[src/rtl/mac_wave_col_scheduler.sv]
// Column sequencer for a bit-serial wave MAC: latches one sign-magnitude weight vector per job
// and streams its magnitude columns MSB first, then a drain cycle and a one-cycle done pulse.
module mac_wave_col_scheduler #(
    parameter int DATA_WIDTH = 8,
    parameter int VEC_LENGTH = 8,
    parameter int COL_BITS   = 3
) (
    input  logic                  clk,
    input  logic                  reset_n,
    input  logic                  w_valid,
    output logic                  w_ready,
    input  logic [DATA_WIDTH-1:0] w_in [VEC_LENGTH],
    input  logic                  skip_zero_cols,
    input  logic                  stall,
    output logic                  mac_en,
    output logic                  mac_load_accum,
    output logic [VEC_LENGTH-1:0] mac_sign,
    output logic [VEC_LENGTH-1:0] mac_w_bit,
    output logic [COL_BITS-1:0]   mac_column_idx,
    output logic                  busy,
    output logic                  done
);

    localparam int MAG_W = DATA_WIDTH - 1;

    typedef enum logic [1:0] {
        S_IDLE  = 2'd0,
        S_ISSUE = 2'd1,
        S_DRAIN = 2'd2,
        S_DONE  = 2'd3
    } state_t;

    state_t                r_state;
    logic [MAG_W-1:0]      r_mask;
    logic [MAG_W-1:0]      r_mag [VEC_LENGTH];
    logic                  r_first;
    logic                  r_en;
    logic                  r_load;
    logic                  r_done;
    logic [VEC_LENGTH-1:0] r_sign;
    logic [VEC_LENGTH-1:0] r_w_bit;
    logic [COL_BITS-1:0]   r_col;

    logic [VEC_LENGTH-1:0] w_in_cols  [MAG_W];
    logic [VEC_LENGTH-1:0] w_lat_cols [MAG_W];
    logic [MAG_W-1:0]      w_in_col_any;
    logic [VEC_LENGTH-1:0] w_in_sign;
    logic [MAG_W-1:0]      w_acc_mask;
    logic [COL_BITS-1:0]   w_acc_col;
    logic [MAG_W-1:0]      w_acc_rest;
    logic [COL_BITS-1:0]   w_nxt_col;
    logic [MAG_W-1:0]      w_nxt_rest;

    function automatic logic [COL_BITS-1:0] f_msb(input logic [MAG_W-1:0] m);
        logic [COL_BITS-1:0] idx;
        idx = '0;
        for (int i = 0; i < MAG_W; i++) begin
            if (m[i]) begin
                idx = COL_BITS'(i);
            end
        end
        return idx;
    endfunction

    function automatic logic [MAG_W-1:0] f_clear(input logic [MAG_W-1:0] m,
                                                 input logic [COL_BITS-1:0] c);
        logic [MAG_W-1:0] res;
        res    = m;
        res[c] = 1'b0;
        return res;
    endfunction

    // Transpose lanes into columns so a whole column can be selected by index.
    genvar gi, gj;
    generate
        for (gi = 0; gi < MAG_W; gi++) begin : g_col
            for (gj = 0; gj < VEC_LENGTH; gj++) begin : g_lane
                assign w_in_cols[gi][gj]  = w_in[gj][gi];
                assign w_lat_cols[gi][gj] = r_mag[gj][gi];
            end
            assign w_in_col_any[gi] = |w_in_cols[gi];
        end
        for (gi = 0; gi < VEC_LENGTH; gi++) begin : g_sign
            assign w_in_sign[gi] = w_in[gi][DATA_WIDTH-1];
        end
    endgenerate

    always_comb begin
        w_acc_mask = skip_zero_cols ? w_in_col_any : {MAG_W{1'b1}};
        // An all-zero job still issues column 0 so the MAC sees a normal en/load sequence.
        if (w_acc_mask == '0) begin
            w_acc_mask = {{(MAG_W-1){1'b0}}, 1'b1};
        end
    end

    assign w_acc_col  = f_msb(w_acc_mask);
    assign w_acc_rest = f_clear(w_acc_mask, w_acc_col);
    assign w_nxt_col  = f_msb(r_mask);
    assign w_nxt_rest = f_clear(r_mask, w_nxt_col);

    always_ff @(posedge clk or negedge reset_n) begin
        if (!reset_n) begin
            r_state <= S_IDLE;
            r_mask  <= '0;
            r_first <= 1'b0;
            r_en    <= 1'b0;
            r_load  <= 1'b0;
            r_done  <= 1'b0;
            r_sign  <= '0;
            r_w_bit <= '0;
            r_col   <= '0;
            for (int l = 0; l < VEC_LENGTH; l++) begin
                r_mag[l] <= '0;
            end
        end else begin
            case (r_state)
                S_IDLE: begin
                    if (w_valid) begin
                        for (int l = 0; l < VEC_LENGTH; l++) begin
                            r_mag[l] <= w_in[l][MAG_W-1:0];
                        end
                        r_sign  <= w_in_sign;
                        r_col   <= w_acc_col;
                        r_w_bit <= w_in_cols[w_acc_col];
                        r_mask  <= w_acc_rest;
                        r_en    <= 1'b1;
                        r_load  <= 1'b0;
                        r_first <= 1'b1;
                        r_state <= S_ISSUE;
                    end
                end
                S_ISSUE: begin
                    if (!stall) begin
                        // The en-cycle after the first consumed column carries load_accum.
                        r_first <= 1'b0;
                        r_load  <= r_first;
                        if (r_mask != '0) begin
                            r_col   <= w_nxt_col;
                            r_w_bit <= w_lat_cols[w_nxt_col];
                            r_mask  <= w_nxt_rest;
                        end else begin
                            r_w_bit <= '0;
                            r_state <= S_DRAIN;
                        end
                    end
                end
                S_DRAIN: begin
                    if (!stall) begin
                        r_en    <= 1'b0;
                        r_load  <= 1'b0;
                        r_done  <= 1'b1;
                        r_col   <= '0;
                        r_sign  <= '0;
                        r_state <= S_DONE;
                    end
                end
                S_DONE: begin
                    r_done  <= 1'b0;
                    r_state <= S_IDLE;
                end
                default: begin
                    r_state <= S_IDLE;
                end
            endcase
        end
    end

    // Stall only gates the strobes; the presented column stays put until consumed.
    assign mac_en         = r_en & ~stall;
    assign mac_load_accum = r_load & ~stall;
    assign mac_sign       = r_sign;
    assign mac_w_bit      = r_w_bit;
    assign mac_column_idx = r_col;
    assign busy           = (r_state != S_IDLE);
    assign done           = r_done;
    assign w_ready        = reset_n & (r_state == S_IDLE);

endmodule

[config.mk]
export PLATFORM = sky130hd
export DESIGN_NAME = mac_wave_col_scheduler
export DESIGN_NICKNAME = d
export VERILOG_FILES = /design/src/rtl/mac_wave_col_scheduler.sv
export SDC_FILE = /design/constraint.sdc
export NUM_CORES = 1
export LEC_CHECK = 0
export BUFFER_PORTS_ARGS = -buffer_cell sky130_fd_sc_hd__buf_2
export CAP_MARGIN = 40
export CORE_MARGIN = 2
export CORE_UTILIZATION = 27
export DETAILED_ROUTE_END_ITERATION = 7
export GPL_TIMING_DRIVEN = 0
export PLACE_DENSITY = 0.55
export SLEW_MARGIN = 20
export SYNTH_ARGS = -nofsm -noshare
export SYNTH_HDL_FRONTEND = slang
export SYNTH_SLANG_ARGS = --single-unit
[constraint.sdc]
create_clock -name clk -period 2.8 [get_ports clk]
set_input_delay 0.56 -clock clk [delete_from_list [all_inputs] [get_ports clk]]
set_output_delay 0.56 -clock clk [all_outputs]
set_load 0.01 [all_outputs]
# Word level (Yosys, flattened, before mapping)
# Cells that the tools add are included.
[word_totals]
input_bits = 69
out_inout_bits = 24
register_bits = 88
[op_classes]
n_reduce_logical = 25
mux = 54
eq_ne = 8
n_bitwise = 10
magnitude_cmp = 6
[op_table]
columns = ["op", "n"]
rows = [
  ["8-bit 2-to-1 mux", 9],
  ["8-bit OR reduction", 7],
  ["8-bit binary-select mux with 3-bit select", 2],
  ["3-bit 2-to-1 mux", 14],
  ["7-bit 2-to-1 mux", 5],
  ["8-bit one-hot mux with 2 select lines", 2],
  ["7-bit bitwise AND", 2],
  ["7-bit NOT", 2],
  ["7-bit one-hot mux with 2 select lines", 1],
  ["4-bit AND reduction", 3],
  ["2-bit inequality test, second input constant", 5],
  ["1-bit 2-to-1 mux", 9],
  ["3-bit one-hot mux with 3 select lines", 1],
  ["4-bit greater-or-equal comparator, second input constant", 2],
  ["3-bit by 4-bit < comparator with 1-bit output, second input constant", 2],
  ["2-bit 2-to-1 mux", 4],
  ["3-bit NOT with 4-bit output", 2],
  ["2-bit one-hot mux with 4 select lines", 1],
  ["2-bit nonzero test", 4],
  ["7-bit logical NOT", 1],
  ["7-bit nonzero test", 1],
  ["1-bit demux with 3-bit select", 2],
  ["3-bit by 1-bit greater-or-equal comparator with 1-bit output, second input constant", 2],
  ["1-bit one-hot mux with 2 select lines", 3],
  ["other kinds (11)", 17],
]

# Logic depth before layout (Yosys ltp)
# Gate-level depths: netlist of the first run.
[logic_depth]
depth_word = 18
depth_mapped = 10
mapped_depth_nobuf = 8

# Worst setup path before layout of the first run
# OpenSTA, ideal clock, no wires.
[synth_path]
path_kind = "input to register"
start = "input port w_in[14] (netlist bit)"
end = "register r_mask[0]"
setup_ps = 122
cell_stages = 7
required_time_ps = 2678
n_path_buf = 1
arrival_ps = 2545
path_slack_ps = 133
path_cell_list = "or4_4 > or4_4 > or3_4 > buf_6 > a21oi_2 > nand2_1 > a32o_1"
[synth_via]
elab_chain_cells = 18
[synth_rtl]
columns = ["item", "line", "source"]
rows = [
  ["from (decl)", "12", "input logic [DATA_WIDTH-1:0] w_in [VEC_LENGTH],"],
  ["8-bit OR reduction *", "81", "assign w_in_col_any[gi] = |w_in_cols[gi];"],
  ["7-bit 2-to-1 mux *", "89", "w_acc_mask = skip_zero_cols ? w_in_col_any : {MAG_W{1'b1}};"],
  ["7-bit logical NOT", "91", "if (w_acc_mask == '0) begin"],
  ["7-bit 2-to-1 mux *", "91", ""],
  ["1-bit 2-to-1 mux", "58", "if (m[i]) begin"],
  ["3-bit 2-to-1 mux (5 in a row)", "58", ""],
  ["3-bit by 4-bit < comparator with 1-bit output (not written as such) or 3-bit by 1-bit greater-or-equal comparator with 1-bit output (tied branches)", "69", "res[c] = 1'b0;"],
  ["1-bit logical AND (not written as such)", "69", ""],
  ["1-bit 2-to-1 mux (not written as such)", "69", ""],
  ["1-bit demux with 3-bit select", "69", ""],
  ["7-bit NOT (no line)", "n/a", ""],
  ["7-bit bitwise AND (no line) *", "n/a", ""],
  ["7-bit 2-to-1 mux *", "118", "if (w_valid) begin"],
  ["7-bit one-hot mux with 2 select lines *", "116", "case (r_state)"],
  ["to (signal assigned)", "125", "r_mask <= w_acc_rest;"],
  ["to (signal assigned)", "140", "r_mask <= w_nxt_rest;"],
  ["to (decl)", "34", "logic [MAG_W-1:0] r_mask;"],
]
# Every way passes the cells marked *; elsewhere a longest branch is shown, timed or not. The select of a mux whose other input is x is not followed.
# A chain may end at the register's enable or synchronous reset.

# Final worst setup path of the first run
[layout_path]
start = "input port skip_zero_cols"
end = "register r_mask[3]"
[layout_via]
elab_chain_cells = 17
[layout_rtl]
columns = ["item", "line", "source"]
rows = [
  ["from (decl)", "13", "input logic skip_zero_cols,"],
  ["7-bit 2-to-1 mux *", "89", ""],
  ["7-bit logical NOT", "91", ""],
  ["7-bit 2-to-1 mux *", "91", ""],
  ["1-bit 2-to-1 mux", "58", ""],
  ["3-bit 2-to-1 mux (5 in a row)", "58", ""],
  ["3-bit by 4-bit < comparator with 1-bit output (not written as such) or 3-bit by 1-bit greater-or-equal comparator with 1-bit output (tied branches)", "69", ""],
  ["1-bit logical AND (not written as such)", "69", ""],
  ["1-bit 2-to-1 mux (not written as such)", "69", ""],
  ["1-bit demux with 3-bit select", "69", ""],
  ["7-bit NOT (no line)", "n/a", ""],
  ["7-bit bitwise AND (no line) *", "n/a", ""],
  ["7-bit 2-to-1 mux *", "118", ""],
  ["7-bit one-hot mux with 2 select lines *", "116", ""],
]
# Marks and branches as above.

==> impl_metrics.yaml, run 1 <==
run_status:
  status: "finished, final reports clean"
cells_and_area:
  mostFrequentLayoutCell: "buf_2"
  fin_nets: 655
  diodes: 0
  layout_common_cells: "95 x buf_2, 88 x dfrtp_1, 54 x mux2_2, 39 x nand2_1, 33 x o21ai_0"
  drive_gt1_frac: 0.320
  area_growth_pct: 24.7
logic_synthesis:
  synthesis.nets: 546
  synth.yosys.warnings: 0
  ys_seq_area_frac: 0.461
  ys_async_sr_fraction: 1.00
  yosysUniqueCellTypes: 57
  synth_area_per_cell_um2: 10.1
  synth.cell_area_um2: 4770
  synth-seq-cells: 88
  synth_flop_cell: "dfrtp_1"
  synthCells: 473
  synth-edff-count: 0
pwr:
  peakVddDrop_uv: 464
  leakage_nw: 2.55
  clockPowerShare: 0.198
  combPwrFrac: 0.471
  p_int_w: 0.00408
  total_power_w: 0.00673
  power.switching_w: 0.00265
  p_per_area_nw_per_um2: 1130
  power.share.sequential: 0.332
  swShare: 0.394
sta:
  fin_crit_ns: 2.66
  maxSlewViolCount: 0
  final_hold_viol_count: 0
  fmax_mhz: 376
  fin_hold_ws_ns: 0.167
  fin_setup_tns_ns: 0
  setup_viol: 0
  maxSlewHeadroom: 0.479
  tightest_slew_ns: 0.781
  fin_worst_skew_ns: 0.00638
  fin_crit_sh: 0.950
  rsz0062_at_grt: "no"
placement:
  hpwlAfterDp_um: 12900
  gp_congestion: 0.913
  io_buffers: 92
drt:
  first_iter_violations: 426
  ant_nets: 0
  drt-vias-per-instance: 5.42
  wl_per_cell_um: 20.3
  wl_um: 16400
  vias: 4403
  drtPass1Iterations: 5
  drc: 0
cts:
  clk_latency_ns: 0.35
  postCtsSetupRepairBufs: 0
  clk_pin_slew_ns: 0.06
  cts_tree: "done"
  cts_buffers: 9
  root_buffer: "clkbuf_16"
  htreeDepth: 3
  cts_buffer_depth: 2
  cts.sinks: 88
worst_setup_path:
  path_max_fanout: 10
  regToRegSetupSlack_ns: 0.15
  r2r-end: "mac_w_bit[6]$_DFFE_PN0P_"
  startpoint_type: "primary input"
  crit_arrival_ns: 2.88
  cp.required_ns: 3.02
  path_class: "primary input to flop"
  r2r-start: "r_mask[2]$_DFFE_PN0P_"
  end_kind: "flop"
  r2r_cells: 8
global_routing:
  grt_usage: 0.180
  grt_max_degree: 56
  antenna_found_initial: 0
  grt_pass1_wl_um: 25200
  grt_pass1_vias: 4374
  grt_overflow: 0
die:
  ios: 93
  dieWidth_um: 137
  start_util: 0.276
  rows: 48
  core_area_um2: 17300
  dieHeight_um: 137
  dieArea_um2: 18800
worst_hold_path:
  hold_class: "primary input to asynchronous set/reset pin"
flow_run:
  maxCapViolations: 0
## cells by family after synthesis
group | after synthesis | share of synthesized area
adder cells (fa/ha/maj) | 4 | 0.0105
flip-flops | 88 | 0.461
multiplexers | 57 | 0.134
AND/OR/NAND/NOR | 117 | 0.121
AO/OA/AOI/OAI | 157 | 0.230
buffers and inverters | 50 | 0.0430
## flip-flops by register name (all words and copies together), names as in the netlist
register,cells
mac_sign,8
r_mag,56
mac_w_bit,8
r_load,1
r_state,2
mac_column_idx,3
r_en,1
done,1
r_first,1
r_mask,7
## how the worst max path moves through the flow
stage / startpoint / endpoint / slack [ns]
finish: skip_zero_cols / r_mask[3]$_DFFE_PN0P_ / 0.14
global placement: r_mask[4]$_DFFE_PN0P_ / mac_w_bit[4]$_DFFE_PN0P_ / -0.72
floorplan: w_in[14] / r_mask[0]$_DFFE_PN0P_ / 0.13
global route: w_in[28] / r_mask[3]$_DFFE_PN0P_ / 0.02
CTS: r_mask[5]$_DFFE_PN0P_ / mac_w_bit[6]$_DFFE_PN0P_ / 0.02
detailed placement: r_mask[5]$_DFFE_PN0P_ / mac_w_bit[6]$_DFFE_PN0P_ / -0.32
## metal layers
layer  routed length (um)  part of all wire  GRT usage
met4                  308             0.019     0.0538
met5                    0                 0          0
met1                 7260              0.44      0.233
met3                 1160             0.071     0.0452
met2                 7710              0.47      0.296
## cell usage after synthesis, drive strengths merged (2+ instances only)
cell type  instances  share of area
nor2              28          0.022
inv               18          0.014
nor2b              3         0.0039
o211ai             2         0.0042
nor4               6         0.0079
o21ai             33          0.035
o22ai              3         0.0039
o31a               2         0.0037
mux2i              3         0.0063
or3                2         0.0037
and4               3         0.0055
nand4              3         0.0039
a21oi             26          0.028
a211o              5         0.0092
mux2              54           0.13
or4                4         0.0079
a32oi              2         0.0037
o32ai              5         0.0092
clkbuf            21          0.017
ha                 4          0.010
o21a               4         0.0063
nand2b             8          0.010
a31oi             17          0.022
nand2             39          0.031
and2               3         0.0039
clkinv             2         0.0016
buf                9          0.011
a2111oi            7          0.013
a211oi            14          0.022
a22o               8          0.015
nor3               6         0.0063
dfrtp             88           0.46
o41ai              3         0.0055
a32o               8          0.017
o311ai             2         0.0037
o31ai              6         0.0094
nand3              8         0.0084
## power by group through the flow
stage	clock network, W	registers [W]	logic [W]
floorplan	0	0.00221	0.00202
global placement	0	0.00221	0.00297
detailed placement	0	0.00224	0.00309
CTS	0.00135	0.00222	0.00312
global route	0.00141	0.00230	0.00345
finish	0.00133	0.00223	0.00317
## cell type report
class / instances / area, um^2
clock inverters: 5 / 78.8
well taps: 225 / 282
plain buffers: 29 / 131
repair buffers: 99 / 526
fillers: 1815 / 11300
flip-flops and latches: 88 / 2200
clock buffers: 11 / 253
inverters: 20 / 75.1
multi-input cells: 335 / 2400
## worst max-delay path, cell delays in order
cell,delay [ns]
buf_2,0.12
clkbuf_1,0.37
nand4_1,0.23
o2111ai_1,0.31
clkbuf_1,0.41
nand3_1,0.42
o31ai_1,0.33
o21ai_0,0.13
## repair_timing
action                                 in CTS  in global routing
endpoints found under the hold margin       0                  0
pin swaps                                   0                  1
setup endpoints to repair                   5                  9
hold buffers                                0                  0
resized for setup                           3                  9
## stage by stage
step | cells | instance area, um^2 | worst slack (ns) | utilization
floorplan | 473 | 4770 | 0.133 | -
global placement | 790 | 5510 | -0.723 | 0.319
detailed placement | 796 | 5590 | -0.324 | 0.323
CTS | 812 | 5920 | 0.0192 | 0.343
global route | 812 | 5950 | 0.0188 | 0.344
finish | 812 | 5950 | 0.139 | 0.344
No activity file was read; power rests on OpenSTA's default activity.
==> run 2: changes to the inputs <==
==> constraint.sdc (replaced) <==
create_clock -name clk -period 3 [get_ports clk]
set_input_delay 0.6 -clock clk [delete_from_list [all_inputs] [get_ports clk]]
set_output_delay 0.6 -clock clk [all_outputs]
set_load 0.01 [all_outputs]
==> run 2 against run 1 <==
Core utilization fell by 0.10 points. Sequential share of layout area is 0.11 points higher. Clock-buffer cell count unchanged. First-iteration DRC count down 19%. Sequential power shrank 6%. Via count barely moved. Global-route usage unchanged. Register-to-register slack hardly changed. Final cell count grew 0.25%. Critical path depth unchanged. Clock skew hardly changed. Highest routed layer unchanged.
==> impl_metrics.yaml, run 2 (synthesized netlist as in run 1, its figures left out) <==
run_status:
  status: "finished, final reports clean"
die:
  dieHeight_um: 137
  core_area_um2: 17300
  dieArea_um2: 18800
  start_util: 0.276
  rows: 48
  dieWidth_um: 137
  ios: 93
cts:
  cts.sinks: 88
  postCtsSetupRepairBufs: 0
  cts_buffer_depth: 2
  htreeDepth: 3
  clk_latency_ns: 0.35
  root_buffer: "clkbuf_16"
  cts_tree: "done"
  cts_buffers: 9
  clk_pin_slew_ns: 0.06
cells_and_area:
  drive_gt1_frac: 0.314
  largest_register: "r_mag"
  mostFrequentLayoutCell: "buf_2"
  final_util: 0.343
  fin_nets: 657
  layout_common_cells: "96 x buf_2, 88 x dfrtp_1, 54 x mux2_2, 39 x nand2_1, 33 x o21ai_0"
  diodes: 0
  area_growth_pct: 24.4
  largest_reg_flops: 56
placement:
  io_buffers: 92
  hpwlAfterDp_um: 12900
  gp_congestion: 0.913
global_routing:
  antenna_found_initial: 0
  grt_pass1_wl_um: 25200
  grt_pass1_vias: 4374
  grt_overflow: 0
  grt_usage: 0.180
  grt_max_degree: 56
drt:
  ant_nets: 0
  first_iter_violations: 346
  wl_per_cell_um: 20.2
  drt-vias-per-instance: 5.41
  drc: 0
  wl_um: 16500
  drtPass1Iterations: 5
  vias: 4405
pwr:
  peakVddDrop_uv: 435
  leakage_nw: 2.55
  total_power_w: 0.00625
  p_per_area_nw_per_um2: 1050
flow_run:
  maxCapViolations: 0
sta:
  fin_crit_ns: 2.84
  rsz0062_at_grt: "no"
  fin_crit_sh: 0.947
  tightest_slew_ns: 0.813
  maxSlewHeadroom: 0.458
  final_hold_viol_count: 0
  fin_worst_skew_ns: 0.00643
  setup_viol: 0
  maxSlewViolCount: 0
  fin_hold_ws_ns: 0.207
  fmax_mhz: 352
worst_setup_path:
  path_class: "flop to flop"
  cp.required_ns: 3.28
  critPathSlowestCell: "a2111oi_1"
  path_cells: "clkbuf_1 > nor2b_1 > a211oi_2 > buf_2 > mux2i_1 > a2111oi_1 > o21ai_0 > o211ai_2"
  path_max_fanout: 10
  crit_family: "compound AO/OA/AOI/OAI gates"
  max_stage_delay_ns: 0.57
  end_kind: "flop"
  path_buf_inv: 2
  crit_arrival_ns: 3.12
  startpoint_type: "flop"
worst_hold_path:
  hold_class: "primary input to asynchronous set/reset pin"
[run 2: cell count changes in the layout (fill, tap and decap cells not counted), sizes merged]
cell / change
clkbuf: +1
buf: +1
[run 2: path summary, 6_finish.rpt]
| check | from | slack [ns] | cells past startpoint | to |
|---|---|---|---|---|
| setup / recovery | r_mask[5]$_DFFE_PN0P_ | 0.16 | 8 | mac_w_bit[6]$_DFFE_PN0P_ |
| hold / removal | reset_n | 0.21 | 1 | r_mag[40]$_DFFE_PN0P_ |
| setup reg to reg | r_mask[5]$_DFFE_PN0P_ | 0.16 | 8 | mac_w_bit[6]$_DFFE_PN0P_ |
| hold reg to reg | r_mag[39]$_DFFE_PN0P_ | 0.48 | 2 | r_mag[39]$_DFFE_PN0P_ |
| max in group asynchronous | reset_n | 2.16 | 2 | r_mag[7]$_DFFE_PN0P_ |
| min in group clk | w_in[55] | 0.47 | 2 | mac_sign[1]$_DFFE_PN0P_ |
[run 2: cell type report]
| cell class | instances | area, um^2 |
|---|---|---|
| Clock inverter | 5 | 78.8 |
| Multi-Input combinational cell | 335 | 2380 |
| Sequential cell | 88 | 2200 |
| Timing Repair Buffer | 100 | 531 |
| Clock buffer | 11 | 253 |
| Tap cell | 225 | 282 |
| Fill cell | 1822 | 11400 |
| Buffer | 30 | 130 |
| Inverter | 20 | 75.1 |
[run 2: stage by stage]
| step | cells | TNS [ns] | area, um^2 | setup WS, ns |
|---|---|---|---|---|
| finish | 814 | 0 | 5930 | 0.159 |
| global route | 814 | 0 | 5930 | 0.0235 |
| CTS | 812 | 0 | 5920 | 0.118 |
| detailed placement | 796 | -0.373 | 5590 | -0.124 |
| global placement | 790 | -5.28 | 5510 | -0.523 |
| floorplan | 473 | 0 | 4770 | 0.293 |
[run 2: metal layers]
metal / share of wire / global-route usage / up-vias
met5: 0 / 0 / -
met4: 0.019 / 0.0538 / 0
met3: 0.070 / 0.0452 / 27
met2: 0.47 / 0.296 / 190
met1: 0.45 / 0.233 / 2181
li1: - / - / 2007
[run 2: timing repair]
action,in CTS,in global routing
setup endpoints to repair,2,1
gates resized for setup,1,1
hold buffers,0,0
[run 2: power by group]
| part | internal [W] | switching (W) |
|---|---|---|
| clock | 0.000773 | 0.000467 |
| combinational | 0.00124 | 0.00168 |
| sequential | 0.00177 | 0.000312 |
| total | 0.00379 | 0.00246 |
